<file path="src/rtl/call_initiator.sv">
// call_initiator: burst caller over a 4-phase req/ack handshake with echo checking and per-phase timeout
module call_initiator #(
  parameter int DW = 8,
  parameter int CW = 4,
  parameter int TO = 15
) (
  input  logic          clk,
  input  logic          rst,
  input  logic          start,
  input  logic [CW-1:0] num_calls,
  input  logic [DW-1:0] base_arg,
  output logic          call_req,
  output logic [DW-1:0] call_arg,
  input  logic          call_ack,
  input  logic [DW-1:0] call_resp,
  output logic          busy,
  output logic          done,
  output logic [CW-1:0] mismatch_cnt,
  output logic [DW-1:0] last_resp,
  output logic          timeout
);
  localparam logic [2:0] IDLE = 3'd0;
  localparam logic [2:0] ARM  = 3'd1;
  localparam logic [2:0] REQ  = 3'd2;
  localparam logic [2:0] REL  = 3'd3;
  localparam logic [2:0] DONE = 3'd4;
  localparam logic [2:0] TOUT = 3'd5;
  logic [2:0]    st, nx;
  logic [7:0]    pc;
  logic [CW-1:0] num, issued;
  logic          expired;
  assign expired = pc == 8'(TO - 1);
  // next state: each waiting phase leaves on its awaited ack level, else aborts when the phase budget is spent
  always_comb begin
    nx = st;
    case (st)
      IDLE:    nx = !start ? IDLE : num_calls == '0 ? DONE : call_ack ? ARM : REQ;
      ARM:     nx = !call_ack ? REQ : expired ? TOUT : ARM;
      REQ:     nx = call_ack ? REL : expired ? TOUT : REQ;
      REL:     nx = !call_ack ? (issued == num ? DONE : REQ) : expired ? TOUT : REL;
      default: nx = IDLE;
    endcase
  end
  // state, phase counter and outputs registered from the next state so they line up with it
  always_ff @(posedge clk) begin
    if (rst) begin
      st           <= IDLE;
      pc           <= '0;
      num          <= '0;
      issued       <= '0;
      call_req     <= 1'b0;
      call_arg     <= '0;
      busy         <= 1'b0;
      done         <= 1'b0;
      mismatch_cnt <= '0;
      last_resp    <= '0;
      timeout      <= 1'b0;
    end else begin
      st       <= nx;
      pc       <= (nx != st || nx == IDLE) ? '0 : pc + 8'd1;
      call_req <= nx == REQ;
      busy     <= nx != IDLE;
      done     <= nx == DONE || nx == TOUT;
      if (st == IDLE && start) begin
        num          <= num_calls;
        issued       <= '0;
        call_arg     <= base_arg;
        mismatch_cnt <= '0;
        timeout      <= 1'b0;
      end
      if (st == REQ && call_ack) begin
        last_resp <= call_resp;
        issued    <= issued + CW'(1);
        if (call_resp != call_arg && mismatch_cnt != '1)
          mismatch_cnt <= mismatch_cnt + CW'(1);
      end
      if (st == REL && !call_ack && issued != num)
        call_arg <= call_arg + DW'(1);
      if (nx == TOUT)
        timeout <= 1'b1;
    end
  end
endmodule

</file>
<file path="config.mk">
export PLATFORM = sky130hd
export DESIGN_NAME = call_initiator
export DESIGN_NICKNAME = d
export VERILOG_FILES = /design/src/rtl/call_initiator.sv
export SDC_FILE = /design/constraint.sdc
export NUM_CORES = 1
export LEC_CHECK = 0
export CAP_MARGIN = 30
export CORE_MARGIN = 2
export CORE_UTILIZATION = 35
export DETAILED_ROUTE_END_ITERATION = 6
export SYNTH_ARGS = -nofsm -noshare
export SYNTH_HDL_FRONTEND = slang
export SYNTH_SLANG_ARGS = --single-unit
</file>
<file path="constraint.sdc">
create_clock -name clk -period 3.4 [get_ports clk]
set_input_delay 0.68 -clock clk [delete_from_list [all_inputs] [get_ports clk]]
set_output_delay 0.68 -clock clk [all_outputs]
set_load 0.02 [all_outputs]
</file>
# Word level (Yosys, flattened, before mapping)
# Cells that the tools add are included.
# op_classes
n_reduce_logical,16
eq_ne,12
n_mux,20
add_sub_neg,4
# op_table
cell,count
3-bit two-way mux,9
4-bit two-way mux,5
8-bit by 1-bit adder with 8-bit output (second input constant),2
8-bit two-way mux,2
3-bit one-hot mux with 4 select lines,1
3-bit by 2-bit == test with 1-bit output (second input constant),3
4-bit by 1-bit adder with 4-bit output (second input constant),2
8-bit by 4-bit == test with 1-bit output (second input constant),1
8-bit != test,1
3-bit == test (second input constant),2
3-bit logical NOT,2
2-bit nonzero test,3
1-bit logical AND,5
4-bit == test,1
4-bit logical NOT,1
4-bit != test,1
4-bit != test (second input constant),1
3-bit by 1-bit == test with 1-bit output (second input constant),1
3-bit != test,1
3-bit nonzero test,1
1-bit logical OR,2
1-bit two-way mux,2
2-bit two-way mux,1
2-bit OR reduction,1
1-bit logical NOT,1
# totals
ff_bits,43
inputBits,24
out_inout_bits,24
elab_cells,63

# Logic depth before layout (Yosys ltp)
# depth
word_depth,7
ltp_mapped,8
mapped_depth_nobuf,6

# Worst setup path after synthesis
# No wires, ideal clock.
# synth_timing
path_kind,input-to-reg
startpoint,input port num_calls[0]
endpoint,register pc[2]
setup_ns,0.131
stages,5
t_required_ns,3.269
arrival_ns,1.842
path_buffers,0
slack_ns,1.427
path_cell_list,or4_1 -> a21oi_1 -> a21o_1 -> a211o_1 -> nor3_1
# synth_between
elab_chain_len,7
elab_cells_between_ends,8
cone_classes,eq/ne: 1; mux: 3; reduce/logical: 4
# synth_rtl
element,line,text
"start, declared",10,"input logic [CW-1:0] num_calls,"
4-bit logical NOT *,37,IDLE: nx = !start ? IDLE : num_calls == '0 ? DONE : call_ack ? ARM : REQ;
3-bit two-way mux * (2 in series),37,
3-bit one-hot mux with 4 select lines *,36,case (st)
3-bit != test or 3-bit logical NOT (tied branches),60,pc <= (nx != st || nx == IDLE) ? '0 : pc + 8'd1;
1-bit logical OR *,60,
2-bit OR reduction (no source line) *,--,
"end signal, assigned",60,
"end, declared",29,logic [7:0] pc;
# Mark *: on every way between the ends. The rest lies on a longest branch, timed or not.
# A chain may end at the register's enable or synchronous reset.

# Worst setup path after layout
# layout_timing
startpoint,input port num_calls[0]
endpoint,register pc[3]
# Same word-level chain as after synthesis.

==> results_dict.tcl <==
set metrics [dict create \
    diodes 0 \
    setup_tns_ps 0 \
    crit_path_start_kind "input port" \
    syn_area_per_cell_um2 8.30 \
    clockBufferDepth 2 \
    postSynth.asyncResetShare_pct 0 \
    hold_class "flip-flop to flip-flop" \
    post-route-util_pct 46.8 \
    initialDrtViolationCount 121 \
    die_h_um 81.6 \
    hold_buffers 0 \
    synth_fa_ha_area_share_pct 3.44 \
    track_usage_pct 16.6 \
    grt_pass1_vias 1835 \
    synth_top_family_by_area "simple AND/OR/NAND/NOR gates" \
    grt_overflow 0 \
    n_fill_cell 623 \
    clock_skew_ps 6.92 \
    yosysUniqueCellTypes 48 \
    slew_viol_final 0 \
    ant_nets 0 \
    worstPathCellList "clkdlybuf4s50_1, or4_1, a21oi_1, a21o_1, a211o_1, nor3_1" \
    drcViolationCount 0 \
    h-tree-depth 2 \
    synth_xor_area_share_pct 7.89 \
    grt_max_degree 39 \
    crit_slowest_cell "or4_1" \
    syn2layout_area_growth_pct 30.6 \
    timing.final.crit_share_pct 68.0 \
    cp_max_fo 8 \
    cts_tree "done" \
    drive_above_1_share_pct 5.61 \
    die_w_um 81.6 \
    yosysWarningCount 0 \
    synth_edf_count 0 \
    synth-compound-area-share_pct 19.9 \
    end_kind "flip-flop" \
    ys.flop_type "dfxtp_1" \
    synthMuxAreaShare_pct 1.01 \
    tightest_slew_ps 524 \
    hpwl_mm 3.79 \
    design.portCount 48 \
    antenna_found_initial 0 \
    seq_area_frac_synth_pct 40.8 \
    slew_headroom_pct 65.1 \
    min_period_ps 2310 \
    vias 1992 \
    numCtsBuffers 5 \
    p_leak_nw 0.986 \
    rsz0062_at_grt "false" \
    wire_per_inst_um 13.7 \
    die_area_um2 6660 \
    fin_nets 331 \
    status "completed" \
    cts_resized 0 \
    postCtsSetupRepairBufs 0 \
    mappedNetlistArea_um2 2110 \
    synth-simple-area-share_pct 24.5 \
    rows 28 \
    path_clk_slew_ps 80 \
    setup_viol 0 \
    ys_ff_latch 43 \
    routed_via_density 5.27 \
    core-area_um2 5890 \
    worstPathRequired_ps 3570 \
    start_util_pct 35.8 \
    syn_nets 283 \
    fmax_mhz 432 \
    ir_drop_uv 258 \
    syn_inst 254 \
    cellPowerDensity_nw_per_um2 386 \
    slowest_delay_ps 560 \
    hold_viol_final 0 \
    grt_first_pass_wirelength_mm 8.59 \
    cap_viol_max_count 0 \
    arrival_ps 2490 \
    root_buffer "clkbuf_8" \
    drt_wl_total_mm 5.19 \
    cts.sinks 43 \
    portBuffers 47 \
    drt_first_pass_iters 4 \
    gp_congestion 0.873 \
    clkLatencyLatePin_ps 290 \
    critical_path_class "input port to flip-flop" \
]
-- stage by stage --
| step | cell area, um2 | cells | worst slack [ps] | total power, mW | hold WS, ps |
|---|---|---|---|---|---|
| 2_1_floorplan | 2110 | 254 | 1430 | 0.666 | 448 |
| 3_3_place_gp | 2670 | 370 | 828 | 0.754 | 446 |
| 3_5_place_dp | 2670 | 370 | 778 | 0.755 | 448 |
| 4_1_cts | 2750 | 378 | 1100 | 1.08 | 462 |
| 5_1_grt | 2750 | 378 | 951 | 1.12 | 470 |
| 6_report | 2750 | 378 | 1090 | 1.06 | 460 |
-- synthesized netlist by cell type, types with 3 or more instances --
cell type	number	area [um2]
nand4_1	4	25.0
nor2_1	20	75.1
ha_1	5	62.6
nand2b_1	4	25.0
nand2_1	33	124
xnor2_1	9	78.8
nor3b_1	5	37.5
clkbuf_1	11	41.3
nor3_1	9	45.0
xor2_1	10	87.6
o21ai_0	11	55.1
dfxtp_1	43	861
and3_1	5	31.3
or3_1	3	18.8
nand3_1	8	40.0
a21oi_1	32	160
-- metal layers --
| layer | global-route usage (%) | up-vias | wire [um] |
|---|---|---|---|
| met3 | 4.18 | 4 | 356 |
| met1 | 22.4 | 918 | 2530 |
| met4 | 5.67 | 0 | 29 |
| met2 | 25.7 | 61 | 2270 |
| met5 | 0 | - | 0 |
| li1 | - | 1009 | - |
-- final timing paths --
| check | endpoint | cells after the start | startpoint | slack, ps |
|---|---|---|---|---|
| worst max-delay path | pc[3]$_SDFF_PP0_ | 6 | num_calls[0] | 1090 |
| worst min register to register | last_resp[0]$_SDFFE_PP0P_ | 2 | last_resp[0]$_SDFFE_PP0P_ | 460 |
| worst min-delay path | last_resp[0]$_SDFFE_PP0P_ | 2 | last_resp[0]$_SDFFE_PP0P_ | 460 |
| worst max register to register | timeout$_SDFFE_PP0P_ | 5 | issued[3]$_SDFFE_PP0P_ | 1450 |
-- power by group --
part,switching [mW],internal (mW)
clock,0.176,0.144
combinational,0.101,0.0915
sequential,0.0255,0.524
total,0.303,0.760
-- critical path: cells and delay by family --
family	cells	cell delay (ps)
buffers and inverters	1	440
and+or+nand+nor	2	640
AOI/OAI and AO/OA	3	710
-- layout make-up --
type	count	area (um2)	area share (%)
well taps	75	93.8	3.41
clock inverters	2	12.5	0.454
clock buffers	6	72.6	2.64
multi-input cells	197	1190	43.4
inverters	3	11.3	0.409
repair buffers	52	508	18.4
flip-flops and latches	43	861	31.3
-- registers in the layout, indices dropped and copies added (netlist names) --
register      cells
busy              1
call_req          1
st                3
pc                8
call_arg          8
mismatch_cnt      4
issued            4
last_resp         8
num               4
timeout           1
done              1
-- cells by family after synthesis --
| family | Yosys count |
|---|---|
| simple gates | 104 |
| compound gates | 66 |
| flops | 43 |
| xor+xnor | 19 |
| buf+inv | 14 |
| fa+ha+maj | 6 |
| mux | 2 |
-- cell usage in the layout (no fill, tap or decap), types with 8 or more instances in the layout --
cell type,n
clkdlybuf4s50_1,47
dfxtp_1,43
nand3_1,8
o21ai_0,11
xor2_1,10
xnor2_1,9
a21oi_1,32
nand2_1,33
nor2_1,20
nor3_1,9
Note: power is estimated with default switching activity, not from simulation.
